### src/rtl/hsid_x_reg_pkg.sv
// Register-bus request/response types shared by the arbiter, its interface and the bench.
package hsid_x_reg_pkg;

  typedef struct packed {
    logic        valid;
    logic        write;
    logic [3:0]  wstrb;
    logic [31:0] addr;
    logic [31:0] wdata;
  } reg_req_t;

  typedef struct packed {
    logic        ready;
    logic        error;
    logic [31:0] rdata;
  } reg_rsp_t;

endpackage

### src/rtl/hsid_x_reg_arb_if.sv
// Bundle of the two requester ports, the shared slave port and arbiter status.
interface hsid_x_reg_arb_if;

  hsid_x_reg_pkg::reg_req_t req0_i;
  hsid_x_reg_pkg::reg_rsp_t rsp0_o;
  hsid_x_reg_pkg::reg_req_t req1_i;
  hsid_x_reg_pkg::reg_rsp_t rsp1_o;
  hsid_x_reg_pkg::reg_req_t slv_req_o;
  hsid_x_reg_pkg::reg_rsp_t slv_rsp_i;
  logic                     busy_o;
  logic [1:0]               grant_o;
  logic                     timeout_o;

  // master: the arbiter itself; slave: whatever surrounds it
  modport master (
    input  req0_i, req1_i, slv_rsp_i,
    output rsp0_o, rsp1_o, slv_req_o, busy_o, grant_o, timeout_o
  );

  modport slave (
    output req0_i, req1_i, slv_rsp_i,
    input  rsp0_o, rsp1_o, slv_req_o, busy_o, grant_o, timeout_o
  );

endinterface

### src/rtl/hsid_x_reg_arb.sv
// Two-requester round-robin arbiter onto one register slave, with abort and
// optional response timeout. Request fields are never latched, only the owner.
module hsid_x_reg_arb #(
  parameter int unsigned TIMEOUT_CYCLES = 255,
  parameter int unsigned CNT_W          = 8
) (
  input  logic                    clk,
  input  logic                    rst,
  hsid_x_reg_arb_if.master        bus
);

  localparam logic [CNT_W-1:0] TimeoutVal = CNT_W'(TIMEOUT_CYCLES);
  localparam bit               TimeoutEn  = (TIMEOUT_CYCLES != 0);

  typedef enum logic [0:0] {StIdle, StBusy} state_e;

  state_e           state_q;
  logic [1:0]       grant_q;
  logic [CNT_W-1:0] cnt_q;
  logic             last_q;   // 1: requester 1 won the last completed transaction

  hsid_x_reg_pkg::reg_req_t req_g;
  hsid_x_reg_pkg::reg_rsp_t rsp_g;
  logic in_busy, abort, done, tmo, win1;

  always_comb begin
    req_g   = grant_q[1] ? bus.req1_i : bus.req0_i;
    // Outputs are forced quiet while reset is held, not just after it is sampled.
    in_busy = (state_q == StBusy) && !rst;
    abort   = in_busy && !req_g.valid;
    done    = in_busy && req_g.valid && bus.slv_rsp_i.ready;
    tmo     = in_busy && req_g.valid && !bus.slv_rsp_i.ready && TimeoutEn &&
              (cnt_q == TimeoutVal);
    win1    = bus.req1_i.valid && (!bus.req0_i.valid || !last_q);

    rsp_g = '0;
    if (done) begin
      rsp_g = bus.slv_rsp_i;
    end else if (tmo) begin
      rsp_g.ready = 1'b1;
      rsp_g.error = 1'b1;
    end

    bus.slv_req_o = '0;
    if (in_busy) begin
      bus.slv_req_o       = req_g;
      bus.slv_req_o.valid = req_g.valid && !tmo;
    end

    bus.rsp0_o    = grant_q[0] ? rsp_g : '0;
    bus.rsp1_o    = grant_q[1] ? rsp_g : '0;
    bus.busy_o    = in_busy;
    bus.grant_o   = in_busy ? grant_q : 2'b00;
    bus.timeout_o = tmo;
  end

  always_ff @(posedge clk) begin
    if (rst) begin
      state_q <= StIdle;
      grant_q <= 2'b00;
      cnt_q   <= '0;
      last_q  <= 1'b1;
    end else begin
      unique case (state_q)
        StIdle: begin
          if (bus.req0_i.valid || bus.req1_i.valid) begin
            state_q <= StBusy;
            grant_q <= win1 ? 2'b10 : 2'b01;
            cnt_q   <= '0;
          end
        end
        StBusy: begin
          if (abort || done || tmo) begin
            state_q <= StIdle;
            grant_q <= 2'b00;
            if (!abort) last_q <= grant_q[1];
          end else if (cnt_q != {CNT_W{1'b1}}) begin
            cnt_q <= cnt_q + CNT_W'(1);
          end
        end
      endcase
    end
  end

endmodule

### src/flat_wrapper.sv
// flat-port wrapper written by rule: the top's interface ports become plain ports
module hsid_x_reg_arb_flat 
#(
  parameter int unsigned TIMEOUT_CYCLES = 255,
  parameter int unsigned CNT_W          = 8
)
  (clk, rst, bus_req0_i, bus_req1_i, bus_slv_rsp_i, bus_rsp0_o, bus_rsp1_o, bus_slv_req_o, bus_busy_o, bus_grant_o, bus_timeout_o);
  hsid_x_reg_arb_if bus_i ();
  input  logic clk;
  input  logic rst;
  input wire logic [$bits(bus_i.req0_i)-1:0] bus_req0_i;
  input wire logic [$bits(bus_i.req1_i)-1:0] bus_req1_i;
  input wire logic [$bits(bus_i.slv_rsp_i)-1:0] bus_slv_rsp_i;
  output wire logic [$bits(bus_i.rsp0_o)-1:0] bus_rsp0_o;
  output wire logic [$bits(bus_i.rsp1_o)-1:0] bus_rsp1_o;
  output wire logic [$bits(bus_i.slv_req_o)-1:0] bus_slv_req_o;
  output wire logic [$bits(bus_i.busy_o)-1:0] bus_busy_o;
  output wire logic [$bits(bus_i.grant_o)-1:0] bus_grant_o;
  output wire logic [$bits(bus_i.timeout_o)-1:0] bus_timeout_o;
  assign bus_i.req0_i = bus_req0_i;
  assign bus_i.req1_i = bus_req1_i;
  assign bus_i.slv_rsp_i = bus_slv_rsp_i;
  assign bus_rsp0_o = bus_i.rsp0_o;
  assign bus_rsp1_o = bus_i.rsp1_o;
  assign bus_slv_req_o = bus_i.slv_req_o;
  assign bus_busy_o = bus_i.busy_o;
  assign bus_grant_o = bus_i.grant_o;
  assign bus_timeout_o = bus_i.timeout_o;
  hsid_x_reg_arb #(.TIMEOUT_CYCLES(TIMEOUT_CYCLES), .CNT_W(CNT_W)) u_core (.clk(clk), .rst(rst), .bus(bus_i));
endmodule
### config.mk
export PLATFORM = sky130hd
export DESIGN_NAME = hsid_x_reg_arb_flat
export DESIGN_NICKNAME = d
export VERILOG_FILES = /design/src/rtl/hsid_x_reg_pkg.sv /design/src/rtl/hsid_x_reg_arb_if.sv /design/src/rtl/hsid_x_reg_arb.sv /design/src/flat_wrapper.sv
export SDC_FILE = /design/constraint.sdc
export NUM_CORES = 1
export LEC_CHECK = 0
export BUFFER_PORTS_ARGS = -buffer_cell sky130_fd_sc_hd__buf_2
export CORE_AREA = 10 10 114 116
export CTS_CLUSTER_SIZE = 25
export DETAILED_ROUTE_END_ITERATION = 10
export DIE_AREA = 0 0 124 126
export HOLD_SLACK_MARGIN = 0.05
export SETUP_SLACK_MARGIN = 0.4
export SLEW_MARGIN = 20
export SYNTH_ARGS = -nofsm -noshare
export SYNTH_HDL_FRONTEND = slang
export SYNTH_SLANG_ARGS = --single-unit
### constraint.sdc
create_clock -name clk -period 5.45 [get_ports clk]
set_clock_uncertainty 0.2 [all_clocks]
set_input_delay 0.545 -clock clk [delete_from_list [all_inputs] [get_ports clk]]
set_output_delay 0.545 -clock clk [all_outputs]
set_load 0.005 [all_outputs]
==> impl_results.md <==
* Status: complete, no violations
* # Max-Cap Violations at 0
* Sequential cell area at around 240 sq um
* Drt wl/cell at about 17 um
* Dpl cells at ~760
* Synth area leader: mux2i_1
* Area of the multi-input gates at approximately 0.0018 sq mm
* # IOs at 318
* Vias in the first global route at approximately 3600
* Dominant cells by area after synthesis: mux2i_1, and2_1, nor2_1, dfxtp_1, clkbuf_1
* Final period util at between 60% and 70%
* Metal3 WL at between 1500 and 2000 um
* Pwr Density at 88.2 mW/mm^2
* Initial Util at a little over 20%
* Area share of the largest cell type after synthesis at between 30% and 40%
* ANT nets after route at 0
* Post_cts resized at 0
* Setup crit start: u_core.grant_q[1]
* Syn Area/Cell at around 6.7 sq um
* Worst Max-Slew Pin Slew at 0.812 ns
* Vias/cell at ~4.5
* Setup violators final at 0
* Final Max Tran Viols at 0
* CP Data Arrival Time at 2.68 ns
* Power after layout at 0.345 mW
* Synthesis Warnings at 0
* Core area at 0.0107 sq mm
* WL final at 12900 um
* Count of cell types in the netlist at 33
* Synth-to-layout area growth at 79.8%
* Post-layout min period at between 3 and 4 ns
* Max VDD drop at roughly 0.000060 V
* Die Span Y at about 130 um
* Worst min-delay path category: reg2reg
* RSZ-0062 raised after global routing: no
* H-tree depth at 1
* Initial antenna violation count at 2
* Worst setup SP type: flop
* Ys flop type: dfxtp_1
* Worst Path Required at ~4.7 ns
* Setup TNS Final at 0 ns
* CTS root buffer: clkbuf_8
* IO buf count at roughly 320
* Hold path depth at 1
* Post-synthesis sequential area ratio at 11.0%
* First-pass GRT wire length at 19100 um
* Clock transition at path regs at ~0.060 ns
* Fin nets at 799
* Total gr overflow at 0
* Tot GR Track Use at 14.8%
* Critical-path maximum fanout at 38
* Full die area at about 0.016 sq mm
* CTS tree: done
* #FFs+latches synth at 12
* Final Hold Vio Count at 0
* Detailed-route via count at 3427
* CTS Buffer Depth at 2
* Clk_lat worst skew at 0.25 ns
* Static Leak at between 2 and 2.5 nW
* CTS sink count at 12
* Nature of the critical path endpoint: output pin
* Async S/R FF share, synth at 0%
* FF-to-FF path depth at 4
* Post-synth net total at between 500 and 600
* Share of cells above drive strength 1 at around 53%
* FF-to-FF Start: u_core.grant_q[1]
* Post-CTS Setup Bufs at 0
* Drt first-iter violations at 164
* Mapped Area at ~0.0022 sq mm
* Row count at 38
* Fmax at about 300 MHz
* Placer Congestion at roughly 0.9
* Relative slew slack at a little under half
* Hpwl dp at approximately 11000 um
* Chip width at 124 um
* Syn Inst Count at around 320
* Routed length on met1 at between 4000 and 5000 um
* Number of remaining DRC errors at 0
* Setup CP Type: reg2out
* Hold buffers post-CTS at 0
* Top Layer Used: met4
* Most common cell in the netlist: nor2_1
* Fin cells at around 760
* Drt first pass iters at 4
* Filler cell count at about 1200
* Largest net degree at the start of global routing at 72
* CTS Buf Count at 3
* Post-synth top cells: nor2_1, mux2i_1, and2_1
* Hold_sp: u_core.cnt_q[7]
* Number of synthesized flops with an enable pin at 0
* WL met2 at 6280 um
stage by stage:
stage | setup slack [ns] | hold WS [ns] | area [sq um] | util [%]
6_report | 2.02 | 0.313 | 3910 | 36.6
4_1_cts | 2.01 | 0.305 | 3910 | 36.5
3_5_place_dp | 2.27 | 0.293 | 3860 | 36.1
2_1_floorplan | 3.09 | 0.261 | 2180 | -
3_3_place_gp | 2.38 | 0.279 | 3860 | 36.1
5_1_grt | 1.74 | 0.343 | 3910 | 36.6
power by group:
| part | internal, mW | switching (mW) | total, mW |
|---|---|---|---|
| clock network | 0.0515 | 0.0332 | 0.0847 |
| registers | 0.0895 | 0.00756 | 0.0971 |
| logic | 0.0897 | 0.0737 | 0.163 |
flip-flops by register name, summed over array words and instances (netlist names):
name,flops
u_core.state_q,1
u_core.last_q,1
u_core.grant_q,2
u_core.cnt_q,8
per-layer routing:
layer | vias to the layer above | track usage (%)
met5 | - | 0
met4 | 0 | 5.35
met3 | 19 | 5.59
met2 | 213 | 26.2
met1 | 1505 | 15.5
li1 | 1690 | -
cell type report:
class / instances / area share, %
multi-input cells: 278 / 46.2
repair buffers: 320 / 41.1
flip-flops and latches: 12 / 6.24
well taps: 140 / 4.48
clock buffers: 4 / 1.15
inverters: 7 / 0.672
diodes: 2 / 0.128
logic make-up after synthesis:
logic type,after synthesis,synth area share [%]
AND/OR/NAND/NOR,179,41.6
multiplexers,70,32.2
buffers and inverters,34,6.04
AO/OA/AOI/OAI,28,8.57
flip-flops,12,11.0
adder cells (fa/ha/maj),1,0.575
placed cells by master (no fill, tap or decap), drive strengths merged:
cell    synthesis  layout
o211ai          1       1
a211o           1       1
nor2           77      77
or4             2       2
inv             7       7
o221ai          1       1
nand4           4       4
o211a           2       2
and2           66      66
o22ai           2       2
nor3            6       6
o21ai           6       6
nor4            1       1
and3            5       5
mux2i          70      70
dfxtp          12      12
or3             2       2
diode           0       2
nand2           5       5
a211oi          3       3
a21oi           5       5
or3b            1       1
a31oi           4       4
o311ai          1       1
nor2b           3       3
buf            11     320
o21ba           1       1
clkbuf         16       4
nand2b          1       1
a21boi          1       1
ha              1       1
nand3           6       6
critical path: stages, from the launching register on:
cell and delay [ns]:
dfxtp_4 0.74, mux2i_1 0.28, nor2_1 0.29, and3_1 0.74
and2_1 0.25, buf_2 0.13
worst paths after layout:
check	to	slack, ns
setup / recovery	bus_rsp0_o[27]	2.02
hold / removal	u_core.cnt_q[7]	0.31
setup reg to reg	u_core.cnt_q[3]	3.04
hold reg to reg	u_core.cnt_q[7]	0.31
(Power assumes the default switching activity.)
